==> src/rtl/dvp_source.sv <==
// dvp_source: transmit side of the camera parallel pixel bus.
// Turns an RGB565 pixel stream into free-running vsync/href/p_data frames.
// Optional feature macro: DVP_TEST_PATTERN_EN builds an 8-bar colour test
// pattern selected per frame by tpg_sel; without it tpg_sel is ignored.
module dvp_source #(
   parameter int unsigned H_ACTIVE    = 640,
   parameter int unsigned V_ACTIVE    = 480,
   parameter int unsigned H_BLANK     = 144,
   parameter int unsigned VSYNC_LINES = 3,
   parameter int unsigned VBP_LINES   = 17
) (
   input  logic        p_clock,
   input  logic        rst,
   input  logic        enable,
   input  logic        tpg_sel,
   input  logic [15:0] pix_in,
   input  logic        pix_valid,
   output logic        pix_ready,
   output logic        vsync,
   output logic        href,
   output logic [7:0]  p_data,
   output logic        frame_start,
   output logic        frame_done,
   output logic        underflow
);

   localparam int unsigned HREF_LEN  = 2 * H_ACTIVE;
   localparam int unsigned LINE_LEN  = HREF_LEN + H_BLANK;
   localparam int unsigned HW        = $clog2(LINE_LEN);
   localparam int unsigned MAX_A     = (VSYNC_LINES > VBP_LINES) ? VSYNC_LINES : VBP_LINES;
   localparam int unsigned MAX_LINES = (MAX_A > V_ACTIVE) ? MAX_A : V_ACTIVE;
   localparam int unsigned LW        = (MAX_LINES > 1) ? $clog2(MAX_LINES) : 1;

   typedef enum logic [1:0] {
      S_IDLE   = 2'd0,
      S_VSYNC  = 2'd1,
      S_VBP    = 2'd2,
      S_ACTIVE = 2'd3
   } state_t;

   // Frame position: phase, cycle within line, line within phase.
   typedef struct packed {
      state_t          state;
      logic [HW-1:0]   hcnt;
      logic [LW-1:0]   lcnt;
   } pos_t;

   // Advance a frame position by one cycle.
   function automatic pos_t step(input pos_t p, input logic en);
      pos_t n;
      logic eol;
      logic last_line;
      n   = p;
      eol = (p.hcnt == HW'(LINE_LEN - 1));
      case (p.state)
         S_VSYNC:  last_line = (p.lcnt == LW'(VSYNC_LINES - 1));
         S_VBP:    last_line = (p.lcnt == LW'(VBP_LINES - 1));
         S_ACTIVE: last_line = (p.lcnt == LW'(V_ACTIVE - 1));
         default:  last_line = 1'b0;
      endcase
      if (p.state == S_IDLE) begin
         n = '0;
         if (en) n.state = S_VSYNC;
      end else if (!eol) begin
         n.hcnt = p.hcnt + HW'(1);
      end else begin
         n.hcnt = '0;
         if (!last_line) begin
            n.lcnt = p.lcnt + LW'(1);
         end else begin
            n.lcnt = '0;
            case (p.state)
               S_VSYNC: n.state = S_VBP;
               S_VBP:   n.state = S_ACTIVE;
               default: n.state = en ? S_VSYNC : S_IDLE;
            endcase
         end
      end
      return n;
   endfunction

   // High-byte cycle of a pixel slot.
   function automatic logic is_hi(input state_t s, input logic [HW-1:0] h);
      return (s == S_ACTIVE) && (h < HW'(HREF_LEN)) && !h[0];
   endfunction

   // Low-byte cycle of a pixel slot.
   function automatic logic is_lo(input state_t s, input logic [HW-1:0] h);
      return (s == S_ACTIVE) && (h < HW'(HREF_LEN)) && h[0];
   endfunction

`ifdef DVP_TEST_PATTERN_EN
   // Colour of the vertical bar covering the pixel at byte position h.
   function automatic logic [15:0] bar_color(input logic [HW-1:0] h);
      int unsigned bar;
      bar = ((32'(h) >> 1) * 32'd8) / H_ACTIVE;
      case (bar)
         0:       return 16'hFFFF;
         1:       return 16'hFFE0;
         2:       return 16'h07FF;
         3:       return 16'h07E0;
         4:       return 16'hF81F;
         5:       return 16'hF800;
         6:       return 16'h001F;
         default: return 16'h0000;
      endcase
   endfunction
`endif

   pos_t        cur;
   pos_t        nxt;
   pos_t        nn;
   logic [7:0]  lo_byte;
   logic [7:0]  lo_byte_nxt;
   logic [15:0] pix_word;
   logic        take;
   logic        tpg_on;
   logic        pix_ready_nxt;
   logic        vsync_nxt;
   logic        href_nxt;
   logic [7:0]  p_data_nxt;
   logic        frame_start_nxt;
   logic        frame_done_nxt;
   logic        underflow_nxt;

`ifdef DVP_TEST_PATTERN_EN
   logic        tpg_frame;
   logic        tpg_nxt;
`else
   logic        unused_tpg_sel;
   assign unused_tpg_sel = tpg_sel;
`endif

   // Next position, lookahead for pix_ready, and next registered outputs.
   always_comb begin
      nxt             = step(cur, enable);
      nn              = step(nxt, enable);
      take            = pix_ready && pix_valid;
      frame_start_nxt = (nxt.state == S_VSYNC) && (cur.state != S_VSYNC);
`ifdef DVP_TEST_PATTERN_EN
      tpg_nxt  = frame_start_nxt ? tpg_sel : tpg_frame;
      tpg_on   = tpg_frame;
      pix_word = tpg_frame ? bar_color(nxt.hcnt) : (take ? pix_in : 16'h0000);
`else
      tpg_on   = 1'b0;
      pix_word = take ? pix_in : 16'h0000;
`endif
      vsync_nxt      = (nxt.state == S_VSYNC);
      href_nxt       = (nxt.state == S_ACTIVE) && (nxt.hcnt < HW'(HREF_LEN));
      p_data_nxt     = 8'h00;
      lo_byte_nxt    = lo_byte;
      if (is_hi(nxt.state, nxt.hcnt)) begin
         p_data_nxt  = pix_word[15:8];
         lo_byte_nxt = pix_word[7:0];
      end else if (is_lo(nxt.state, nxt.hcnt)) begin
         p_data_nxt  = lo_byte;
      end
`ifdef DVP_TEST_PATTERN_EN
      pix_ready_nxt  = is_hi(nn.state, nn.hcnt) && !tpg_nxt;
`else
      pix_ready_nxt  = is_hi(nn.state, nn.hcnt) && !tpg_on;
`endif
      frame_done_nxt = is_lo(nxt.state, nxt.hcnt)
                       && (nxt.lcnt == LW'(V_ACTIVE - 1))
                       && (nxt.hcnt == HW'(HREF_LEN - 1));
      underflow_nxt  = underflow || (pix_ready && !pix_valid);
   end

   // State, counters and all outputs.
   always_ff @(posedge p_clock) begin
      if (rst) begin
         cur         <= '0;
         lo_byte     <= 8'h00;
         pix_ready   <= 1'b0;
         vsync       <= 1'b0;
         href        <= 1'b0;
         p_data      <= 8'h00;
         frame_start <= 1'b0;
         frame_done  <= 1'b0;
         underflow   <= 1'b0;
      end else begin
         cur         <= nxt;
         lo_byte     <= lo_byte_nxt;
         pix_ready   <= pix_ready_nxt;
         vsync       <= vsync_nxt;
         href        <= href_nxt;
         p_data      <= p_data_nxt;
         frame_start <= frame_start_nxt;
         frame_done  <= frame_done_nxt;
         underflow   <= underflow_nxt;
      end
   end

`ifdef DVP_TEST_PATTERN_EN
   // Pattern select is latched at each frame start.
   always_ff @(posedge p_clock) begin
      if (rst) tpg_frame <= 1'b0;
      else     tpg_frame <= tpg_nxt;
   end
`endif

endmodule
==> config.mk <==
export PLATFORM = sky130hd
export DESIGN_NAME = dvp_source
export DESIGN_NICKNAME = d
export VERILOG_FILES = /design/src/rtl/dvp_source.sv
export SDC_FILE = /design/constraint.sdc
export NUM_CORES = 1
export LEC_CHECK = 0
export ABC_CLOCK_PERIOD_IN_PS = 11500
export CELL_PAD_IN_SITES_DETAIL_PLACEMENT = 1
export CELL_PAD_IN_SITES_GLOBAL_PLACEMENT = 2
export CORE_UTILIZATION = 35
export DETAILED_ROUTE_END_ITERATION = 16
export MAX_ROUTING_LAYER = met4
export PLACE_DENSITY_LB_ADDON = 0.1
export SYNTH_ARGS = -nofsm -noshare
export SYNTH_HDL_FRONTEND = slang
export SYNTH_SLANG_ARGS = --single-unit
==> constraint.sdc <==
create_clock -name p_clock -period 11.5 [get_ports p_clock]
set_input_delay 2.3 -clock p_clock [delete_from_list [all_inputs] [get_ports p_clock]]
set_output_delay 2.3 -clock p_clock [all_outputs]
set_load 0.01 [all_outputs]
==> results.ini, run 1 <==
[route]
vias = 2261
drc_errors = 0
drt_iter0_drc = 63
wl_per_cell_um = 15.29
vias_per_cell = 5.246
antenna_left = 0
drt-pass1-iter-count = 4
drt_wl_total_mm = 6.591

[sta]
rsz0062_at_grt = false
tightest_slew_ns = 0.8398
fin_skew_ns = 0.006115
max_freq_mhz = 190.5
min_period_ns = 5.250
timing.final.max_slew_violations = 0
tns_ns = 0
max_slew_margin_pct = 43.84
fin_crit_sh_pct = 45.65
fin_hold_ws_ns = 0.4560
setup_violations = 0
hold_viol = 0

[clock_tree]
htree_levels = 2
cts_inserted_buffers = 5
cts_resized = 0
hold_buffers = 0
cts_tree = done
post_cts_buffers = 0
clock_latency_ns = 0.30
cts_root_buf = clkbuf_8
cts.sinks = 44
clkTransAtPathRegs_ns = 0.08
cts_buffer_depth = 2

[floorplan]
io_pins = 35
floorplan.die_area_mm2 = 0.007683
die_y_um = 87.65
coreArea_mm2 = 0.006944
initial_core_util_pct = 36.97
fp.dieW_um = 87.65
row_count = 30

[yosys]
synth_fp_nets = 346
synth-seq-cells = 44
synth_enable_flop_cells = 0
async_reset_ff_share_pct = 0
ys_warn_count = 0
synth-seq-area-share_pct = 34.31
synthCells = 313
synth_area_leader_cell = dfxtp_1
yosysUniqueCellTypes = 59
synthFlopType = dfxtp_1
syn-cell-area_mm2 = 0.002567
netlist.area_leader.share_pct = 34.31
synth.avg_cell_area_um2 = 8.203
synth_area_leaders = dfxtp_1 34%, ha_1 5.8%, nand2_1 5.3%

[critical_path]
cpPeakStageDelay_ns = 0.48
worstPathRequired_ns = 11.70
worst_path_dominant_cell_family = compound AO/OA/AOI/OAI gates
path_buf_inv = 1
path_cells = clkdlybuf4s50_1, nor2b_1, a41oi_1, and3b_1, ha_1, nand2b_1, o21ai_0, o221ai_1, a2111oi_1, nand4_1, a211o_1, a2111oi_2
crit_arrival_ns = 5.45
cp-start-kind = input pin
cp_max_fo = 5
cpMaxStageDelayCell = clkdlybuf4s50_1
endpoint_kind = flop
path_class = in -> reg

[run_status]
status = finished, final reports clean

[power_and_ir_drop]
p_leak_nw = 0.9887
power.net_switching_w = 0.00006591
power_frac_seq_pct = 52.5
swShare_pct = 22.49
p_int_w = 0.0002271
power.density_mw_per_mm2 = 96.78
peakVddDrop_uv = 54.35
comb_power_share_pct = 6.5
clkPwrFrac_pct = 41.0
p_total_w = 0.0002931

[global_route]
antenna_found_initial = 0
grt_pass1_wl_mm = 11.59
grt_pass1_vias = 2405
track_usage_pct = 20.03
grt_remaining_overflow = 0
grt_max_degree = 21

[layout]
syn_to_final_growth_pct = 17.93
diodes = 0
fin_nets = 367
layout-drive-gt1-share_pct = 6.269

[placed_design]
place.port_buffers = 33
hpwlAfterDp_mm = 4.845
gp_congestion = 0.7718

[hold_path]
min_path_type = reg -> reg

[run]
cap_viol_max_count = 0

## cell usage after synthesis (2+ instances only)
master and number:
a2111oi_2 2, a21oi_1 22, a31oi_1 2, and3_1 4, and3b_1 3, and4_1 2, buf_2 3, buf_6 3
clkbuf_1 12, dfxtp_1 44, ha_1 12, inv_1 12, mux2i_1 2, nand2_1 36, nand2b_1 6, nand3_1 18
nand3b_1 3, nand4_1 8, nor2_1 26, nor2b_1 5, nor3_1 7, nor3b_1 2, nor4_1 6, o211ai_1 2
o21a_1 4, o21ai_0 8, o31a_1 3, or2_1 9, or3_1 5, or4_1 2, xnor2_1 9, xor2_1 4
## worst register-to-register path, cell delays in order, from the launching register on
cell and delay [ns]:
dfxtp_1 0.38, inv_1 0.12, ha_1 0.24, or3_1 0.34, a2111oi_2 0.59, nand3_1 0.16
mux2i_1 0.23, nor2_1 0.12, ha_1 0.26, nand2b_1 0.15, o21ai_0 0.16, o221ai_1 0.14
a2111oi_1 0.48, nand4_1 0.20, a211o_1 0.33, a2111oi_2 0.33
## stage by stage
stage	instances	instance area (µm²)	utilization (%)	setup slack [ns]
final	431	3028	43.60	6.250
after global routing	431	3028	43.60	5.956
after CTS	431	3028	43.60	6.276
after detailed placement	423	2920	42.05	5.972
after global placement	423	2920	42.05	6.069
after floorplan	313	2567	-	6.877
## registers in the layout, indices dropped and copies added, names as in the netlist
register / count
frame_start: 1
underflow: 1
frame_done: 1
p_data: 8
cur: 22
lo_byte: 8
pix_ready: 1
href: 1
vsync: 1
## routing by layer
| metal | up-vias | track usage (%) | share of wire, % |
|---|---|---|---|
| met2 | 27 | 33.38 | 49 |
| li1 | 1146 | - | - |
| met1 | 1081 | 25.19 | 48 |
| met4 | 0 | 5.365 | 1.2 |
| met3 | 7 | 3.110 | 2.1 |
| met5 | - | - | 0 |
## power by group through the flow
stage	Clock [W]	Combinational [W]	Sequential, W
after floorplan	0	0.00000879	0.000157
after global placement	0	0.0000190	0.000158
after detailed placement	0	0.0000191	0.000158
after global routing	0.000131	0.0000209	0.000154
after CTS	0.000125	0.0000193	0.000154
final	0.000120	0.0000189	0.000154
## cell usage in the layout, fill, tap and decap left out, types with 2 or more instances in the layout
cell	Yosys	routed
and3_1	4	4
a21oi_1	22	22
nor3b_1	2	2
a2111oi_2	2	2
xor2_1	4	4
xnor2_1	9	9
o31a_1	3	3
nand3_1	18	18
or3_1	5	5
or2_1	9	9
nand2_1	36	36
clkdlybuf4s50_1	0	33
clkbuf_8	0	5
nor3_1	7	7
nor4_1	6	6
a31oi_1	2	2
inv_1	12	12
o21ai_0	8	8
mux2i_1	2	2
nand2b_1	6	6
ha_1	12	12
o21a_1	4	4
dfxtp_1	44	44
nand3b_1	3	3
or4_1	2	2
and4_1	2	2
nand4_1	8	8
and3b_1	3	3
nor2b_1	5	5
nor2_1	26	26
o211ai_1	2	2
## cell families (layout without fill, tap and decap cells)
logic type                 after synthesis  in the layout  synth area share [%]
AOI/OAI and AO/OA                       59             59                 16.67
buffers and inverters                   32             54                 5.701
DFF                                     44             44                 34.31
and+or+nand+nor                        151            151                 32.26
xor gates and xnor gates                13             13                 4.435
muxes                                    2              2                0.7798
adders and majority gates               12             12                 5.848
## path summary, 6_finish.rpt
path,depth (start not counted),end,startpoint,slack (ns)
setup / recovery,12,pix_ready,enable,6.25
hold / removal,2,p_data[4],lo_byte[4],0.46
setup reg to reg,15,pix_ready,cur[20],7.15
hold reg to reg,2,p_data[4],lo_byte[4],0.46
## cell type report
class / count / area, µm²
fillers: 831 / 3916
multi-input cells: 237 / 1540
flip-flops and latches: 44 / 880.8
repair buffers: 33 / 330.3
well taps: 96 / 120.1
clock buffers: 6 / 72.57
inverters: 13 / 48.80
clock inverters: 2 / 35.03
Power figures use the tool's default switching activity.
==> run 2: changes to the inputs <==
--- a/config.mk
+++ b/config.mk
@@ -5,10 +5,10 @@
 export SDC_FILE = /design/constraint.sdc
 export NUM_CORES = 1
 export LEC_CHECK = 0
-export ABC_CLOCK_PERIOD_IN_PS = 11500
+export ABC_CLOCK_PERIOD_IN_PS = 5300
 export CELL_PAD_IN_SITES_DETAIL_PLACEMENT = 1
 export CELL_PAD_IN_SITES_GLOBAL_PLACEMENT = 2
-export CORE_UTILIZATION = 35
+export CORE_UTILIZATION = 32
 export DETAILED_ROUTE_END_ITERATION = 16
 export MAX_ROUTING_LAYER = met4
 export PLACE_DENSITY_LB_ADDON = 0.1
==> constraint.sdc (replaced) <==
create_clock -name p_clock -period 5.3 [get_ports p_clock]
set_input_delay 1.06 -clock p_clock [delete_from_list [all_inputs] [get_ports p_clock]]
set_output_delay 1.06 -clock p_clock [all_outputs]
set_load 0.01 [all_outputs]
==> results.ini, run 2 (synthesized netlist as in run 1, its figures left out) <==
[sta]
setup_violations = 0  ; unchanged
rsz0062_at_grt = false  ; unchanged
max_slew_margin_pct = 45.31  ; was 43.84%
tns_ns = 0  ; unchanged
fin_skew_ns = 0.009440  ; was 0.006115 ns
min_period_ns = 4.334
setup_ws_ns = 0.9663  ; was 6.250 ns
fin_hold_ws_ns = 0.4551  ; was 0.4560 ns
timing.final.max_slew_violations = 0  ; unchanged
fin_crit_sh_pct = 81.77
hold_viol = 0  ; unchanged
tightest_slew_ns = 0.8177  ; was 0.8398 ns
max_freq_mhz = 230.7

[global_route]
track_usage_pct = 17.67  ; was 20.03%
grt_max_degree = 21  ; unchanged
grt_pass1_vias = 2323  ; was 2405
grt_pass1_wl_mm = 11.34  ; was 11.59 mm
grt_remaining_overflow = 0  ; unchanged
antenna_found_initial = 0  ; unchanged

[hold_path]
hold_depth = 2  ; unchanged
min_path_type = reg -> reg  ; unchanged
hold_start = lo_byte[0]  ; was lo_byte[4]
holdPathEnd = lo_byte[0]  ; was p_data[4]

[layout]
diodes = 0  ; unchanged
top_register = cur  ; unchanged
final_common_cell = dfxtp_1  ; unchanged
fin_nets = 367  ; unchanged
final_area_mm2 = 0.003035  ; was 0.003028 mm²
final_util_pct = 39.28  ; was 43.60%
final_cell_mix = 44 x dfxtp_1, 36 x nand2_1, 33 x clkdlybuf4s50_1  ; unchanged
syn_to_final_growth_pct = 18.23  ; was 17.93%
largest_register_ffs = 22  ; unchanged
reg_top3 = cur x22, lo_byte x8, p_data x8  ; unchanged
layout-drive-gt1-share_pct = 6.269  ; unchanged

[floorplan]
row_count = 32  ; was 30
die_y_um = 91.57  ; was 87.65 µm
io_pins = 35  ; unchanged
fp.dieW_um = 91.57  ; was 87.65 µm
coreArea_mm2 = 0.007727  ; was 0.006944 mm²
initial_core_util_pct = 33.23  ; was 36.97%
floorplan.die_area_mm2 = 0.008385  ; was 0.007683 mm²

[clock_tree]
hold_buffers = 0  ; unchanged
cts_buffer_depth = 2  ; unchanged
htree_levels = 2  ; unchanged
post_cts_buffers = 0  ; unchanged
cts_tree = done  ; unchanged
cts_root_buf = clkbuf_8  ; unchanged
cts_inserted_buffers = 5  ; unchanged
cts_resized = 0  ; unchanged
cts.sinks = 44  ; unchanged
clock_latency_ns = 0.30  ; about the same
clkTransAtPathRegs_ns = 0.09  ; was 0.08 ns

[critical_path]
endpoint_kind = flop  ; unchanged
cp_max_fo = 5  ; unchanged
reg2reg_slack_ns = 0.97  ; was 7.15 ns
r2r_start = cur[20]  ; unchanged
crit_arrival_ns = 4.53  ; was 5.45 ns
ff2ff_path_depth = 15  ; unchanged
reg2reg_to = pix_ready  ; unchanged
path_class = reg -> reg  ; was in -> reg
worstPathRequired_ns = 5.50  ; was 11.70 ns
cp-start-kind = flop  ; was input pin

[route]
drt_iter0_drc = 54  ; was 63
drt_wl_total_mm = 6.659  ; was 6.591 mm
drc_errors = 0  ; unchanged
wl_per_cell_um = 15.24  ; was 15.29 µm
vias = 2280  ; was 2261
vias_per_cell = 5.217  ; was 5.246
drt-pass1-iter-count = 4  ; unchanged
antenna_left = 0  ; unchanged

[power_and_ir_drop]
p_leak_nw = 0.9887  ; unchanged
peakVddDrop_uv = 87.44  ; was 54.35 µV
power.density_mw_per_mm2 = 209.5  ; was 96.78 mW/mm²

[placed_design]
place.port_buffers = 33  ; unchanged
gp_congestion = 0.7415  ; was 0.7718
dp_slack_ns = 1.038  ; was 5.972 ns
place_area_mm2 = 0.002928  ; was 0.002920 mm²
hpwlAfterDp_mm = 4.824  ; was 4.845 mm

[run_status]
status = finished, final reports clean  ; unchanged

[run]
cap_viol_max_count = 0  ; unchanged

-- run 2: cell counts in the layout (fill, tap and decap cells not counted) --
No cell type changed its count.
-- run 2: power by group --
part	switching, W	internal, W
combinational	0.0000201	0.0000205
clock	0.000121	0.000140
sequential	0.00000177	0.000332
total	0.000143	0.000493
-- run 2: how the worst max path moves through the flow --
stage | end | start | cells after the start | slack [ns]
3_5_place_dp | pix_ready | cur[20] | 15 | 1.04
4_1_cts | pix_ready | cur[20] | 15 | 1.01
5_1_grt | pix_ready | cur[20] | 15 | 0.46
3_3_place_gp | pix_ready | cur[20] | 15 | 1.08
6_report | pix_ready | cur[20] | 15 | 0.97
2_1_floorplan | pix_ready | cur[20] | 15 | 1.55
-- run 2: worst max-delay path: stages (launching register included) --
cell and delay (ns):
dfxtp_1 0.37, inv_1 0.12, ha_1 0.24, or3_1 0.32
a2111oi_2 0.62, nand3_1 0.17, mux2i_1 0.23, nor2_1 0.11
ha_1 0.26, nand2b_1 0.15, o21ai_0 0.17, o221ai_1 0.14
a2111oi_1 0.46, nand4_1 0.20, a211o_1 0.33, a2111oi_2 0.33
-- run 2: per-layer routing --
metal  global-route usage [%]  share of wire, %  vias to the layer above
li1                         -                 -                     1147
met1                    21.88                49                     1108
met2                    29.57                49                       21
met5                        -                 0                        -
met3                    3.266               2.1                        4
met4                    4.365              0.77                        0
-- run 2: through the flow --
stage / std cells / total power, W
final: 437 / 0.0006360
after global routing: 437 / 0.0006652
after CTS: 437 / 0.0006470
after detailed placement: 429 / 0.0003831
after global placement: 429 / 0.0003830
after floorplan: 313 / 0.0003605
-- run 2: final cells by class --
class                   count  area, µm²
multi-input cells         237       1540
inverters                  13      48.80
clock inverters             2      35.03
well taps                 102      127.6
fillers                   931       4692
repair buffers             33      330.3
clock buffers               6      72.57
flip-flops and latches     44      880.8
==> run 3: changes to the inputs <==
--- a/config.mk
+++ b/config.mk
@@ -5,7 +5,7 @@
 export SDC_FILE = /design/constraint.sdc
 export NUM_CORES = 1
 export LEC_CHECK = 0
-export ABC_CLOCK_PERIOD_IN_PS = 5300
+export ABC_CLOCK_PERIOD_IN_PS = 4000
 export CELL_PAD_IN_SITES_DETAIL_PLACEMENT = 1
 export CELL_PAD_IN_SITES_GLOBAL_PLACEMENT = 2
 export CORE_UTILIZATION = 32
==> constraint.sdc (replaced) <==
create_clock -name p_clock -period 4 [get_ports p_clock]
set_input_delay 0.8 -clock p_clock [delete_from_list [all_inputs] [get_ports p_clock]]
set_output_delay 0.8 -clock p_clock [all_outputs]
set_load 0.01 [all_outputs]
==> results.ini, run 3 (synthesized netlist as in run 1, its figures left out) <==
[sta]
max_freq_mhz = 268.3  ; was 230.7 MHz
timing.final.max_slew_violations = 0  ; unchanged
tightest_slew_ns = 0.6314  ; was 0.8177 ns
hold_viol = 0  ; unchanged
tns_ns = 0  ; unchanged
min_period_ns = 3.727  ; was 4.334 ns
fin_skew_ns = 0.008900  ; was 0.009440 ns
max_slew_margin_pct = 57.91  ; was 45.31%
fin_hold_ws_ns = 0.4558  ; was 0.4551 ns
setup_violations = 0  ; unchanged
fin_crit_sh_pct = 93.17  ; was 81.77%
setup_ws_ns = 0.2734  ; was 0.9663 ns

[critical_path]
endpoint_kind = flop  ; unchanged
ff2ff_path_depth = 16  ; was 15
reg2reg_slack_ns = 0.27  ; was 0.97 ns
cp-start-kind = flop  ; unchanged
r2r_start = cur[20]  ; unchanged
worstPathRequired_ns = 4.21  ; was 5.50 ns
crit_end = pix_ready  ; unchanged
reg2reg_to = pix_ready  ; unchanged
crit_path_start = cur[20]  ; unchanged
crit_arrival_ns = 3.94  ; was 4.53 ns
path_class = reg -> reg  ; unchanged
cp_max_fo = 5  ; unchanged

[layout]
reg_top3 = cur x22, lo_byte x8, p_data x8  ; unchanged
multi_input_area_mm2 = 0.001585  ; was 0.001540 mm²
diodes = 0  ; unchanged
final_area_mm2 = 0.003217  ; was 0.003035 mm²
top_register = cur  ; unchanged
fin_nets = 385  ; was 367
final-seq-area_um2 = 882.1  ; was 880.8 µm²
n_fill_cell = 931  ; unchanged
final_cell_mix = 43 x dfxtp_1, 36 x nand2_1, 33 x clkdlybuf4s50_1  ; was 44 x dfxtp_1, 36 x nand2_1, 33 x clkdlybuf4s50_1
syn_to_final_growth_pct = 25.29  ; was 18.23%
largest_register_ffs = 22  ; unchanged
layout-drive-gt1-share_pct = 12.46  ; was 6.269%
final_cells = 455  ; was 437
final_common_cell = dfxtp_1  ; unchanged

[clock_tree]
clock_latency_ns = 0.31  ; was 0.30 ns
hold_buffers = 0  ; unchanged
cts_inserted_buffers = 5  ; unchanged
cts_root_buf = clkbuf_8  ; unchanged
cts.sinks = 44  ; unchanged
htree_levels = 2  ; unchanged
cts_buffer_depth = 2  ; unchanged
cts_tree = done  ; unchanged
clkTransAtPathRegs_ns = 0.09  ; about the same

[route]
wl_per_cell_um = 15.22  ; was 15.24 µm
vias_per_cell = 5.073  ; was 5.217
drc_errors = 0  ; unchanged
vias = 2308  ; was 2280
drt_iter0_drc = 83  ; was 54
antenna_left = 0  ; unchanged
drt_wl_total_mm = 6.925  ; was 6.659 mm
drt-pass1-iter-count = 4  ; unchanged

[floorplan]
floorplan.die_area_mm2 = 0.008385  ; unchanged
fp.dieW_um = 91.57  ; unchanged
coreArea_mm2 = 0.007727  ; unchanged
initial_core_util_pct = 33.23  ; unchanged
row_count = 32  ; unchanged
die_y_um = 91.57  ; unchanged
io_pins = 35  ; unchanged

[global_route]
grt_pass1_wl_mm = 11.69  ; was 11.34 mm
antenna_found_initial = 0  ; unchanged
grt_pass1_vias = 2336  ; was 2323
grt_remaining_overflow = 0  ; unchanged
grt_max_degree = 21  ; unchanged
track_usage_pct = 17.97  ; was 17.67%

[hold_path]
min_path_type = reg -> reg  ; unchanged

[run]
cap_viol_max_count = 0  ; unchanged

[placed_design]
hpwlAfterDp_mm = 5.056  ; was 4.824 mm
dp_slack_ns = 0.03030  ; was 1.038 ns
gp_congestion = 0.7855  ; was 0.7415
place.port_buffers = 33  ; unchanged
place_area_mm2 = 0.003055  ; was 0.002928 mm²
dpl.cell_count = 446  ; was 429

[power_and_ir_drop]
power.density_mw_per_mm2 = 264.4  ; was 209.5 mW/mm²
peakVddDrop_uv = 136.3  ; was 87.44 µV
p_leak_nw = 1.081  ; was 0.9887 nW

[run_status]
status = finished, final reports clean  ; unchanged

-- run 3: worst min-delay path by stage --
stage	cells past startpoint	start	endpoint
2_1_floorplan	2	lo_byte[0]	lo_byte[0]
3_3_place_gp	2	lo_byte[5]	lo_byte[5]
3_5_place_dp	2	lo_byte[3]	lo_byte[3]
4_1_cts	2	lo_byte[3]	lo_byte[3]
5_1_grt	2	lo_byte[6]	lo_byte[6]
6_report	2	lo_byte[0]	lo_byte[0]
-- run 3: through the flow --
step | power [W] | utilization, %
finish | 0.0008506 | 41.63
global route | 0.0008812 | 41.63
CTS | 0.0008601 | 41.00
detailed placement | 0.0005123 | 39.54
global placement | 0.0005121 | 39.54
floorplan | 0.0004776 | -
-- run 3: final cells by class --
class / instances / area share, %
Multi-Input combinational cell: 237 / 49.28
Inverter: 13 / 1.517
Tap cell: 102 / 3.967
Sequential cell: 44 / 27.42
Timing Repair Buffer: 51 / 14.47
Clock buffer: 6 / 2.256
Clock inverter: 2 / 1.089
-- run 3: timing repair --
item | in CTS | in global routing
resized for setup | 1 | 7
pin swaps | 0 | 5
setup endpoints to repair | 1 | 1
buffers inserted | 0 | 1
-- run 3: metal layers --
layer / GRT usage, % / wire length, µm
met1: 23.51 / 3391
met2: 29.01 / 3347
met3: 2.764 / 132
met4: 4.365 / 54
met5: - / 0
-- run 3: critical path, stage by stage, from the launching register on --
cell and delay, ns:
dfxtp_2 0.35, inv_1 0.05, ha_1 0.21, or3_1 0.36, a2111oi_4 0.30, buf_4 0.18, nand3_1 0.08, mux2i_1 0.21
nor2_1 0.09, ha_1 0.23, nand2b_1 0.16, o21ai_1 0.16, o221ai_2 0.13, a2111oi_4 0.30, nand4_1 0.16, a211o_1 0.32
a2111oi_2 0.34
-- run 3: where the power goes --
part	internal (W)	switching [W]	leakage [nW]
Sequential	0.000440	0.00000131	0.355
Combinational	0.0000312	0.0000289	0.670
Clock	0.000186	0.000163	0.0552
Total	0.000657	0.000193	1.08
